===== config.mk =====
export PLATFORM = sky130hd
export DESIGN_NAME = shift_req_arbiter_flat
export DESIGN_NICKNAME = d
export VERILOG_FILES = /design/src/rtl/shift_req_arbiter_if.sv /design/src/rtl/shift_req_arbiter.sv /design/src/flat_wrapper.sv
export SDC_FILE = /design/constraint.sdc
export NUM_CORES = 1
export LEC_CHECK = 0
export CAP_MARGIN = 30
export CORE_ASPECT_RATIO = 1.75
export CORE_UTILIZATION = 30
export DETAILED_ROUTE_END_ITERATION = 12
export GPL_TIMING_DRIVEN = 0
export MAX_ROUTING_LAYER = met4
export PLACE_DENSITY_LB_ADDON = 0.12
export SLEW_MARGIN = 20
export SYNTH_ARGS = -nofsm -noshare
export SYNTH_HDL_FRONTEND = slang
export SYNTH_SLANG_ARGS = --single-unit

===== constraint.sdc =====
create_clock -name clk -period 8.6 [get_ports clk]
set_input_delay 2.15 -clock clk [delete_from_list [all_inputs] [get_ports clk]]
set_output_delay 2.15 -clock clk [all_outputs]
set_load 0.05 [all_outputs]

===== src/rtl/shift_req_arbiter_if.sv =====
`default_nettype none
// ============================================================================
//  Module      : shift_req_arbiter_if
//  Description : Request/result bundle between the requesters, the shared
//                shifter arbiter and the downstream consumer of results.
//  Revision    : 1.0  initial release
// ============================================================================
interface shift_req_arbiter_if #(
  parameter int WIDTH = 32,
  parameter int NREQ  = 4
);
  localparam int SW  = $clog2(WIDTH);
  localparam int IDW = $clog2(NREQ);

  logic [NREQ-1:0]       req_valid;
  logic [NREQ-1:0]       req_ready;
  logic [NREQ*WIDTH-1:0] req_din;
  logic [NREQ*SW-1:0]    req_shamt;
  logic [NREQ*3-1:0]     req_mode;
  logic                  res_valid;
  logic                  res_ready;
  logic [WIDTH-1:0]      res_data;
  logic [IDW-1:0]        res_id;
  logic                  res_err;

  // Requester/consumer side
  modport master (
    output req_valid, req_din, req_shamt, req_mode, res_ready,
    input  req_ready, res_valid, res_data, res_id, res_err
  );

  // Arbiter side
  modport slave (
    input  req_valid, req_din, req_shamt, req_mode, res_ready,
    output req_ready, res_valid, res_data, res_id, res_err
  );
endinterface
`default_nettype wire


===== src/rtl/shift_req_arbiter.sv =====
`default_nettype none
// ============================================================================
//  Module      : shift_req_arbiter
//  Description : Round-robin arbiter sharing one combinational barrel shifter
//                among NREQ requesters; one op per cycle, registered
//                valid/ready result tagged with the requester index.
//  Revision    : 1.0  initial release
// ============================================================================
module shift_req_arbiter #(
  parameter int WIDTH = 32,
  parameter int NREQ  = 4
) (
  input  wire logic          clk,
  input  wire logic          rst,
  shift_req_arbiter_if.slave bus
);
  localparam int SW  = $clog2(WIDTH);
  localparam int IDW = $clog2(NREQ);

  logic             r_res_valid;
  logic [WIDTH-1:0] r_res_data;
  logic [IDW-1:0]   r_res_id;
  logic             r_res_err;
  logic [IDW-1:0]   r_rr_ptr;

  logic             w_can_acc;
  logic [NREQ-1:0]  w_grant;
  logic [IDW-1:0]   w_grant_idx;
  logic             w_accept;
  logic [IDW-1:0]   w_next_ptr;

  logic [WIDTH-1:0]   w_din;
  logic [SW-1:0]      w_shamt;
  logic [2:0]         w_mode;
  logic [SW-1:0]      w_rot_amt;
  logic [2*WIDTH-1:0] w_rot_ext;
  logic [WIDTH-1:0]   w_shift;

  // The result slot can take a new op if it is empty or draining this cycle.
  assign w_can_acc = !r_res_valid || bus.res_ready;

  // Round-robin search starting at r_rr_ptr; nothing is granted during reset.
  always_comb begin
    int             pos;
    logic [IDW-1:0] idx;
    w_grant     = '0;
    w_grant_idx = '0;
    pos         = 0;
    idx         = '0;
    if (!rst && w_can_acc) begin
      for (int k = 0; k < NREQ; k++) begin
        pos = int'(r_rr_ptr) + k;
        if (pos >= NREQ) begin
          pos = pos - NREQ;
        end
        idx = IDW'(pos);
        if ((w_grant == '0) && bus.req_valid[idx]) begin
          w_grant[idx] = 1'b1;
          w_grant_idx  = idx;
        end
      end
    end
  end

  assign w_accept      = |w_grant;
  assign bus.req_ready = w_grant;
  assign w_next_ptr    = (w_grant_idx == IDW'(NREQ - 1)) ? '0 : w_grant_idx + 1'b1;

  // Route the granted requester's operand, shift amount and mode to the shifter.
  always_comb begin
    w_din   = '0;
    w_shamt = '0;
    w_mode  = '0;
    for (int i = 0; i < NREQ; i++) begin
      if (w_grant[i]) begin
        w_din   = bus.req_din[i*WIDTH +: WIDTH];
        w_shamt = bus.req_shamt[i*SW +: SW];
        w_mode  = bus.req_mode[i*3 +: 3];
      end
    end
  end

  // Rotates share one double-width right shift. A left rotate by s equals a
  // right rotate by (-s mod WIDTH), so s==0 never produces a WIDTH-bit shift.
  // The upper half of the same shift is exactly din>>s, reused for SRL.
  assign w_rot_amt = (w_mode == 3'd4) ? (SW'(0) - w_shamt) : w_shamt;
  assign w_rot_ext = {w_din, w_din} >> w_rot_amt;

  // Shift datapath; illegal modes pass the operand through unchanged.
  always_comb begin
    w_shift = w_din;
    case (w_mode)
      3'd0, 3'd2: w_shift = w_din << w_shamt;
      3'd1:       w_shift = w_rot_ext[2*WIDTH-1:WIDTH];
      3'd3:       w_shift = WIDTH'($signed(w_din) >>> w_shamt);
      3'd4, 3'd5: w_shift = w_rot_ext[WIDTH-1:0];
      default:    w_shift = w_din;
    endcase
  end

  // Result register and round-robin pointer; an in-flight result is dropped on reset.
  always_ff @(posedge clk or posedge rst) begin
    if (rst) begin
      r_res_valid <= 1'b0;
      r_res_data  <= '0;
      r_res_id    <= '0;
      r_res_err   <= 1'b0;
      r_rr_ptr    <= '0;
    end else if (w_accept) begin
      r_res_valid <= 1'b1;
      r_res_data  <= w_shift;
      r_res_id    <= w_grant_idx;
      r_res_err   <= w_mode[2] & w_mode[1];
      r_rr_ptr    <= w_next_ptr;
    end else if (bus.res_ready) begin
      r_res_valid <= 1'b0;
    end
  end

  assign bus.res_valid = r_res_valid;
  assign bus.res_data  = r_res_data;
  assign bus.res_id    = r_res_id;
  assign bus.res_err   = r_res_err;
endmodule
`default_nettype wire


===== src/flat_wrapper.sv =====
// flat-port wrapper written by rule: the top's interface ports become plain ports
module shift_req_arbiter_flat 
#(
  parameter int WIDTH = 32,
  parameter int NREQ  = 4
)
  (clk, rst, bus_req_valid, bus_req_din, bus_req_shamt, bus_req_mode, bus_res_ready, bus_req_ready, bus_res_valid, bus_res_data, bus_res_id, bus_res_err);
  shift_req_arbiter_if #(.WIDTH(WIDTH), .NREQ(NREQ)) bus_i ();
  input  wire logic clk;
  input  wire logic rst;
  input wire logic [$bits(bus_i.req_valid)-1:0] bus_req_valid;
  input wire logic [$bits(bus_i.req_din)-1:0] bus_req_din;
  input wire logic [$bits(bus_i.req_shamt)-1:0] bus_req_shamt;
  input wire logic [$bits(bus_i.req_mode)-1:0] bus_req_mode;
  input wire logic [$bits(bus_i.res_ready)-1:0] bus_res_ready;
  output wire logic [$bits(bus_i.req_ready)-1:0] bus_req_ready;
  output wire logic [$bits(bus_i.res_valid)-1:0] bus_res_valid;
  output wire logic [$bits(bus_i.res_data)-1:0] bus_res_data;
  output wire logic [$bits(bus_i.res_id)-1:0] bus_res_id;
  output wire logic [$bits(bus_i.res_err)-1:0] bus_res_err;
  assign bus_i.req_valid = bus_req_valid;
  assign bus_i.req_din = bus_req_din;
  assign bus_i.req_shamt = bus_req_shamt;
  assign bus_i.req_mode = bus_req_mode;
  assign bus_i.res_ready = bus_res_ready;
  assign bus_req_ready = bus_i.req_ready;
  assign bus_res_valid = bus_i.res_valid;
  assign bus_res_data = bus_i.res_data;
  assign bus_res_id = bus_i.res_id;
  assign bus_res_err = bus_i.res_err;
  shift_req_arbiter #(.WIDTH(WIDTH), .NREQ(NREQ)) u_core (.clk(clk), .rst(rst), .bus(bus_i));
endmodule

; After elaboration in Yosys (flattened, before gate mapping)
; Cells that the tools add are included.
[classes]
add_sub_neg = 9
n_lt_le_gt_ge = 12
eq_ne = 6
shift = 3
n_mux = 54
bitwise_logic = 4
reduce_logical = 19
[op_table]
columns = cell, n
row1 = 2-to-1 mux 32 bit, 4
row2 = one-hot mux 32 bit (4 select lines), 1
row3 = >> shifter 64 x 5 -> 64 bit, 1
row4 = 2-to-1 mux 4 bit, 8
row5 = << shifter 32 x 5 -> 32 bit, 1
row6 = >>> shifter 32 x 5 -> 32 bit, 1
row7 = 2-to-1 mux 2 bit, 14
row8 = 2-to-1 mux 5 bit, 5
row9 = logical NOT 4 bit, 3
row10 = "less-than comparator 2 x 3 -> 1 bit, second input constant", 4
row11 = 2-to-1 mux 3 bit, 4
row12 = bitwise OR 4 bit, 3
row13 = 2-to-1 mux 1 bit, 10
row14 = "greater-or-equal comparator 3 bit, second input constant", 3
row15 = binary-select mux 1 bit (select 2 bit), 4
row16 = demux 1 bit (select 2 bit), 4
row17 = "greater-or-equal comparator 2 x 1 -> 1 bit, second input constant", 4
row18 = logical AND 1 bit, 8
row19 = "subtractor 2 x 1 -> 2 bit, second input constant", 4
row20 = "adder 2 x 2 -> 3 bit, second input constant", 2
row21 = "== test 3 x 2 -> 1 bit, second input constant", 2
row22 = "== test 3 bit, second input constant", 2
row23 = "subtractor 1 x 5 -> 5 bit, first input constant", 1
row24 = OR reduction 2 bit, 2
row25 = 11 further kinds, 12
[totals]
register_bits = 38
word_cells = 112

; Longest topological paths before layout
[logic_depth]
ltp_word = 30
mapped_depth = 30

; Worst setup path before layout
; No wires, ideal clock.
[synth_timing]
path_type = input port to flip-flop
from = input port bus_req_valid[3]
to = register u_core.r_res_data[21] (netlist: u_core.bus.res_data[21])
setup_time_ns = 0.124
t_arrival_ns = 7.347
path_slack_ns = 1.130
stages = 24
n_path_buf = 6
cell_sequence = mux4_2 > a21bo_2 > o22ai_4 > o2111a_4 > nand4_4 > and4_1 > buf_6 > a221o_1 > and2_1 > buf_4 > inv_4 > buf_6 > buf_2 > buf_4 > buf_4 > ha_1 > a311o_1 > a211o_1 > and3_1 > a221oi_1 > o21ba_2 > a311o_1 > a211oi_1 > o21ai_1
[synth_between]
elab_chain_len = 24
[synth_lines]
columns = element, line
row1 = from (decl), flat_wrapper.sv:11  ; input wire logic [$bits(bus_i.req_valid)-1:0] bus_req_valid;
row2 = binary-select mux 1 bit (select 2 bit), shift_req_arbiter.sv:57  ; if ((w_grant == '0) && bus.req_valid[idx]) begin
row3 = 2-to-1 mux 1 bit (not written as such), shift_req_arbiter.sv:57
row4 = 2-to-1 mux 4 bit, shift_req_arbiter.sv:57
row5 = 2-to-1 mux 4 bit, shift_req_arbiter.sv:50  ; if (!rst && w_can_acc) begin
row6 = logical NOT 4 bit, shift_req_arbiter.sv:57
row7 = logical AND 1 bit, shift_req_arbiter.sv:57
row8 = 2-to-1 mux 4 bit, shift_req_arbiter.sv:57
row9 = 2-to-1 mux 4 bit, shift_req_arbiter.sv:50
row10 = [5 not listed], --
row11 = logical AND 1 bit, shift_req_arbiter.sv:57
row12 = 2-to-1 mux 4 bit (*), shift_req_arbiter.sv:57
row13 = 2-to-1 mux 4 bit (*), shift_req_arbiter.sv:50
row14 = 2-to-1 mux 5 bit / 2-to-1 mux 3 bit (equally long branches) (4 in series), shift_req_arbiter.sv:75  ; if (w_grant[i]) begin
row15 = subtractor 1 x 5 -> 5 bit / == test 3 bit (equally long branches), "shift_req_arbiter.sv:86, shift_req_arbiter.sv:92"
row16 = 2-to-1 mux 5 bit, shift_req_arbiter.sv:86  ; assign w_rot_amt = (w_mode == 3'd4) ? (SW'(0) - w_shamt) : w_shamt;
row17 = >> shifter 64 x 5 -> 64 bit, shift_req_arbiter.sv:87  ; assign w_rot_ext = {w_din, w_din} >> w_rot_amt;
row18 = one-hot mux 32 bit (4 select lines), shift_req_arbiter.sv:92  ; case (w_mode)
row19 = to (signal assigned), shift_req_arbiter.sv:111  ; r_res_data <= w_shift;
row20 = to (decl), shift_req_arbiter.sv:21  ; logic [WIDTH-1:0] r_res_data;
; Mark *: on every way between the ends. The rest lies on a longest branch, timed or not. The select of a mux whose other input is x is not followed.
; A chain may end at the register's enable or synchronous reset.

; Worst setup path after layout
; Ends and elaborated chain as after synthesis.

==> results.py <==
metrics = {
    "outcome": {
        "status": "finished with violations",
        "violations": "DRC",
    },
    "critical_path": {
        "crit_top_cell": "buf_6",
        "cpPeakStageDelay_ps": 590,
        "r2r-start": "u_core.r_rr_ptr[1]",
        "start_kind": "input pin",
        "crit_arrival_ps": 8690,
        "critical-path-top-delay-family": "compound AO/OA/AOI/OAI gates",
        "r2r_end": "u_core.bus.res_data[4]",
        "crit_slowest_cell": "mux4_2",
        "required_ps": 8780,
        "path_buf_inv": 8,
        "r2r_cells": 19,
        "crit_fanout": 19,
        "critical_path_class": "in2reg",
        "rrSetupSlack_ps": 1260,
        "cp-end-kind": "register",
    },
    "floorplan": {
        "std_cell_rows": 86,
        "die_x_um": 138.2,
        "start_util": 0.3068,
        "boundaryPins": 207,
        "fp.dieH_um": 240.3,
        "core_area_um2": 31740,
        "die_area_um2": 33210,
    },
    "synthesis": {
        "synth.distinct_cells": 101,
        "yosysSeqAreaShare": 0.09765,
        "synth_mux_area_frac": 0.2630,
        "yosysWarnings": 0,
        "synth_ff_type": "dfrtp_1",
        "synth-edff-count": 0,
        "synthAdderAreaFrac": 0.01028,
        "synth_top_family_by_area": "compound AO/OA/AOI/OAI gates",
        "syn_inst": 1294,
        "synth-xor-area-share": 0.003469,
        "synthesis.nets": 1469,
        "synth_compound_area_frac": 0.3617,
        "synth-simple-area-share": 0.1948,
        "yosys.area.top_type": "mux2i_1",
        "synth_top_area_frac": 0.1902,
        "syn_area_per_cell_um2": 7.526,
        "synth_seq_cells": 38,
        "yosys-top-cells-area": "mux2i_1, dfrtp_1, nand2_1",
        "syn-cell-area_um2": 9738,
        "synth_async_sr_flop_share": 1.000,
    },
    "finish": {
        "final_core_util": 0.4134,
        "fin_area_um2": 13120,
        "drive_gt1_frac": 0.1558,
        "area_delta_synth_final_pct": 34.77,
        "n_fill_cell": 3366,
        "final_nets": 1714,
    },
    "global_route": {
        "grt_max_degree": 34,
        "grt_usage": 0.4602,
        "grt_first_pass_wirelength_mm": 103.0,
        "overflow": 0,
        "antenna_found_initial": 3,
        "grt_pass1_vias": 13180,
    },
    "detailed_routing": {
        "via_per_inst": 6.907,
        "drt_iter0_markers": 1424,
        "wire_per_inst_um": 38.79,
        "via_count": 13410,
        "drt-pass1-iter-count": 10,
        "detail-route-antenna-nets": 0,
        "drc_errors": 14,
        "top_layer": "met4",
        "dr_wl_met3_mm": 5.876,
        "drt-met1-wl_mm": 24.96,
        "wirelength_mm": 75.30,
        "wl_met2_mm": 35.06,
    },
    "cts": {
        "insertion_delay_ps": 310,
        "ctsRootBufferMaster": "clkbuf_16",
        "clock_path_buffers": 2,
        "cts_tree": "done",
        "clkTransAtPathRegs_ps": 70,
        "numCtsBuffers": 5,
        "cts.sinks": 38,
        "cts-htree-levels": 2,
    },
    "hold_path": {
        "hold_path_class": "reg2reg",
        "min_from": "u_core.bus.res_id[0]",
        "hold_path_end": "u_core.bus.res_id[0]",
        "whs_path_depth": 2,
    },
    "timing": {
        "finalMaxSlewViolations": 0,
        "worstMarginPinSlew_ps": 1224,
        "setup_ws_ps": 98.72,
        "finClkSkew_ps": 6.766,
        "fmax_mhz": 117.6,
        "slew_headroom": 0.1839,
        "fin_crit_sh": 0.9885,
        "finalHoldViolations": 0,
        "fin_crit_ps": 8501,
        "setup_viol": 0,
    },
    "job": {
        "maxCapViolations": 0,
    },
    "place": {
        "io_buffers": 206,
        "place_ws_ps": -1342,
        "place_area_um2": 12490,
        "finalWeightedCongestion": 1.049,
        "hpwl_mm": 60.20,
    },
}
[registers in the layout, summed over array words and instances (netlist names)]
signal	count
u_core.bus.res_data	32
u_core.bus.res_err	1
u_core.bus.res_valid	1
u_core.r_rr_ptr	2
u_core.bus.res_id	2
[synth_stat cells (5+ instances only)]
cell type,number
a22oi_2,6
nor4_1,6
o32ai_1,5
nor2_1,84
o21a_1,32
buf_1,8
buf_6,10
buf_4,11
o31ai_1,7
mux2i_1,185
buf_2,37
and3_1,38
nor3_1,31
a221o_1,29
o221ai_1,9
o21ai_1,13
a31oi_1,19
o211ai_1,29
and2_1,10
nand2_1,148
o31a_1,5
clkbuf_1,51
a221oi_1,17
mux4_2,22
a21oi_1,83
a211oi_1,24
dfrtp_1,38
a21o_1,6
a22oi_1,31
ha_1,8
mux2_2,19
o22ai_1,17
nand2b_1,7
nand4_1,5
o21ai_0,81
nand3_1,50
inv_1,10
[worst max path at each step]
stage / start / endpoint / depth (start not counted)
finish: bus_req_valid[3] / u_core.bus.res_data[21] / 25
floorplan: bus_req_valid[3] / u_core.bus.res_data[21] / 24
global placement: bus_req_valid[2] / u_core.bus.res_data[17] / 25
CTS: bus_req_valid[3] / u_core.bus.res_data[13] / 25
global route: bus_req_valid[2] / u_core.bus.res_data[21] / 25
detailed placement: bus_req_valid[2] / u_core.bus.res_data[17] / 25
[per-layer routing]
metal,global-route usage,vias up
met2,0.7451,951
met1,0.4346,6493
met4,0.4879,0
met5,-,-
li1,-,5596
met3,0.1189,367
[cell type report]
| cell class | instances | area [um2] | area share |
|---|---|---|---|
| clock inverters | 2 | 12.51 | 0.0009534 |
| inverters | 13 | 56.30 | 0.004290 |
| repair buffers | 239 | 2349 | 0.1789 |
| multi-input cells | 1125 | 8469 | 0.6453 |
| well taps | 396 | 495.5 | 0.03775 |
| plain buffers | 117 | 639.4 | 0.04872 |
| clock buffers | 6 | 138.9 | 0.01058 |
| flip-flops and latches | 38 | 950.9 | 0.07246 |
| diodes | 5 | 12.51 | 0.0009534 |
[logic make-up (layout without fill, tap and decap cells)]
kind of cell               Yosys count  count (layout)
adders and majority gates            8               8
DFF                                 38              38
buffers and inverters              131             377
and+or+nand+nor                    404             404
AOI/OAI and AO/OA                  484             484
other                                0               5
xor gates and xnor gates             3               3
muxes                              226             226
[worst reg2reg max path, delay by kind of cell, from the launching register on]
family	cells	cell delay (ps)
mux	4	1560
flops	1	540
fa+ha+maj	1	440
simple gates	1	270
buf+inv	3	1010
compound gates	10	3470
[per-stage QoR]
step	TNS [ps]	std cells	hold WS, ps
2_1_floorplan	0	1294	631.2
3_3_place_gp	-29610	1896	458.1
3_5_place_dp	-30200	1913	463.6
4_1_cts	0	1923	481.9
5_1_grt	-2.801	1941	520.3
6_report	0	1941	474.0
[cell usage in the layout (no fill, tap or decap), drive strengths merged, types with 7 or more instances in the layout]
| cell type | count |
|---|---|
| and2 | 12 |
| inv | 13 |
| o211ai | 30 |
| o31ai | 10 |
| nand2b | 7 |
| o221ai | 9 |
| nor3 | 32 |
| a221oi | 20 |
| nand3 | 50 |
| a31oi | 21 |
| a22oi | 37 |
| mux4 | 22 |
| ha | 8 |
| a211oi | 24 |
| nor2 | 86 |
| o21a | 33 |
| mux2i | 185 |
| clkbuf | 63 |
| a21oi | 84 |
| nand2 | 150 |
| buf | 93 |
| a221o | 29 |
| o22ai | 18 |
| and3 | 38 |
| dfrtp | 38 |
| clkdlybuf4s50 | 204 |
| o21ai | 95 |
| mux2 | 19 |
[what timing repair did]
item / CTS / global route
setup buffers: 3 / 4
hold buffers: 0 / 0
gates resized for setup: 43 / 29
cloned: 0 / 0
endpoints found under the setup margin: 33 / 32
pin swaps: 2 / 5
Power is left out: the tool's default activity adds up to more than one toggle a clock period on the data nets, which glitch-free logic cannot reach.
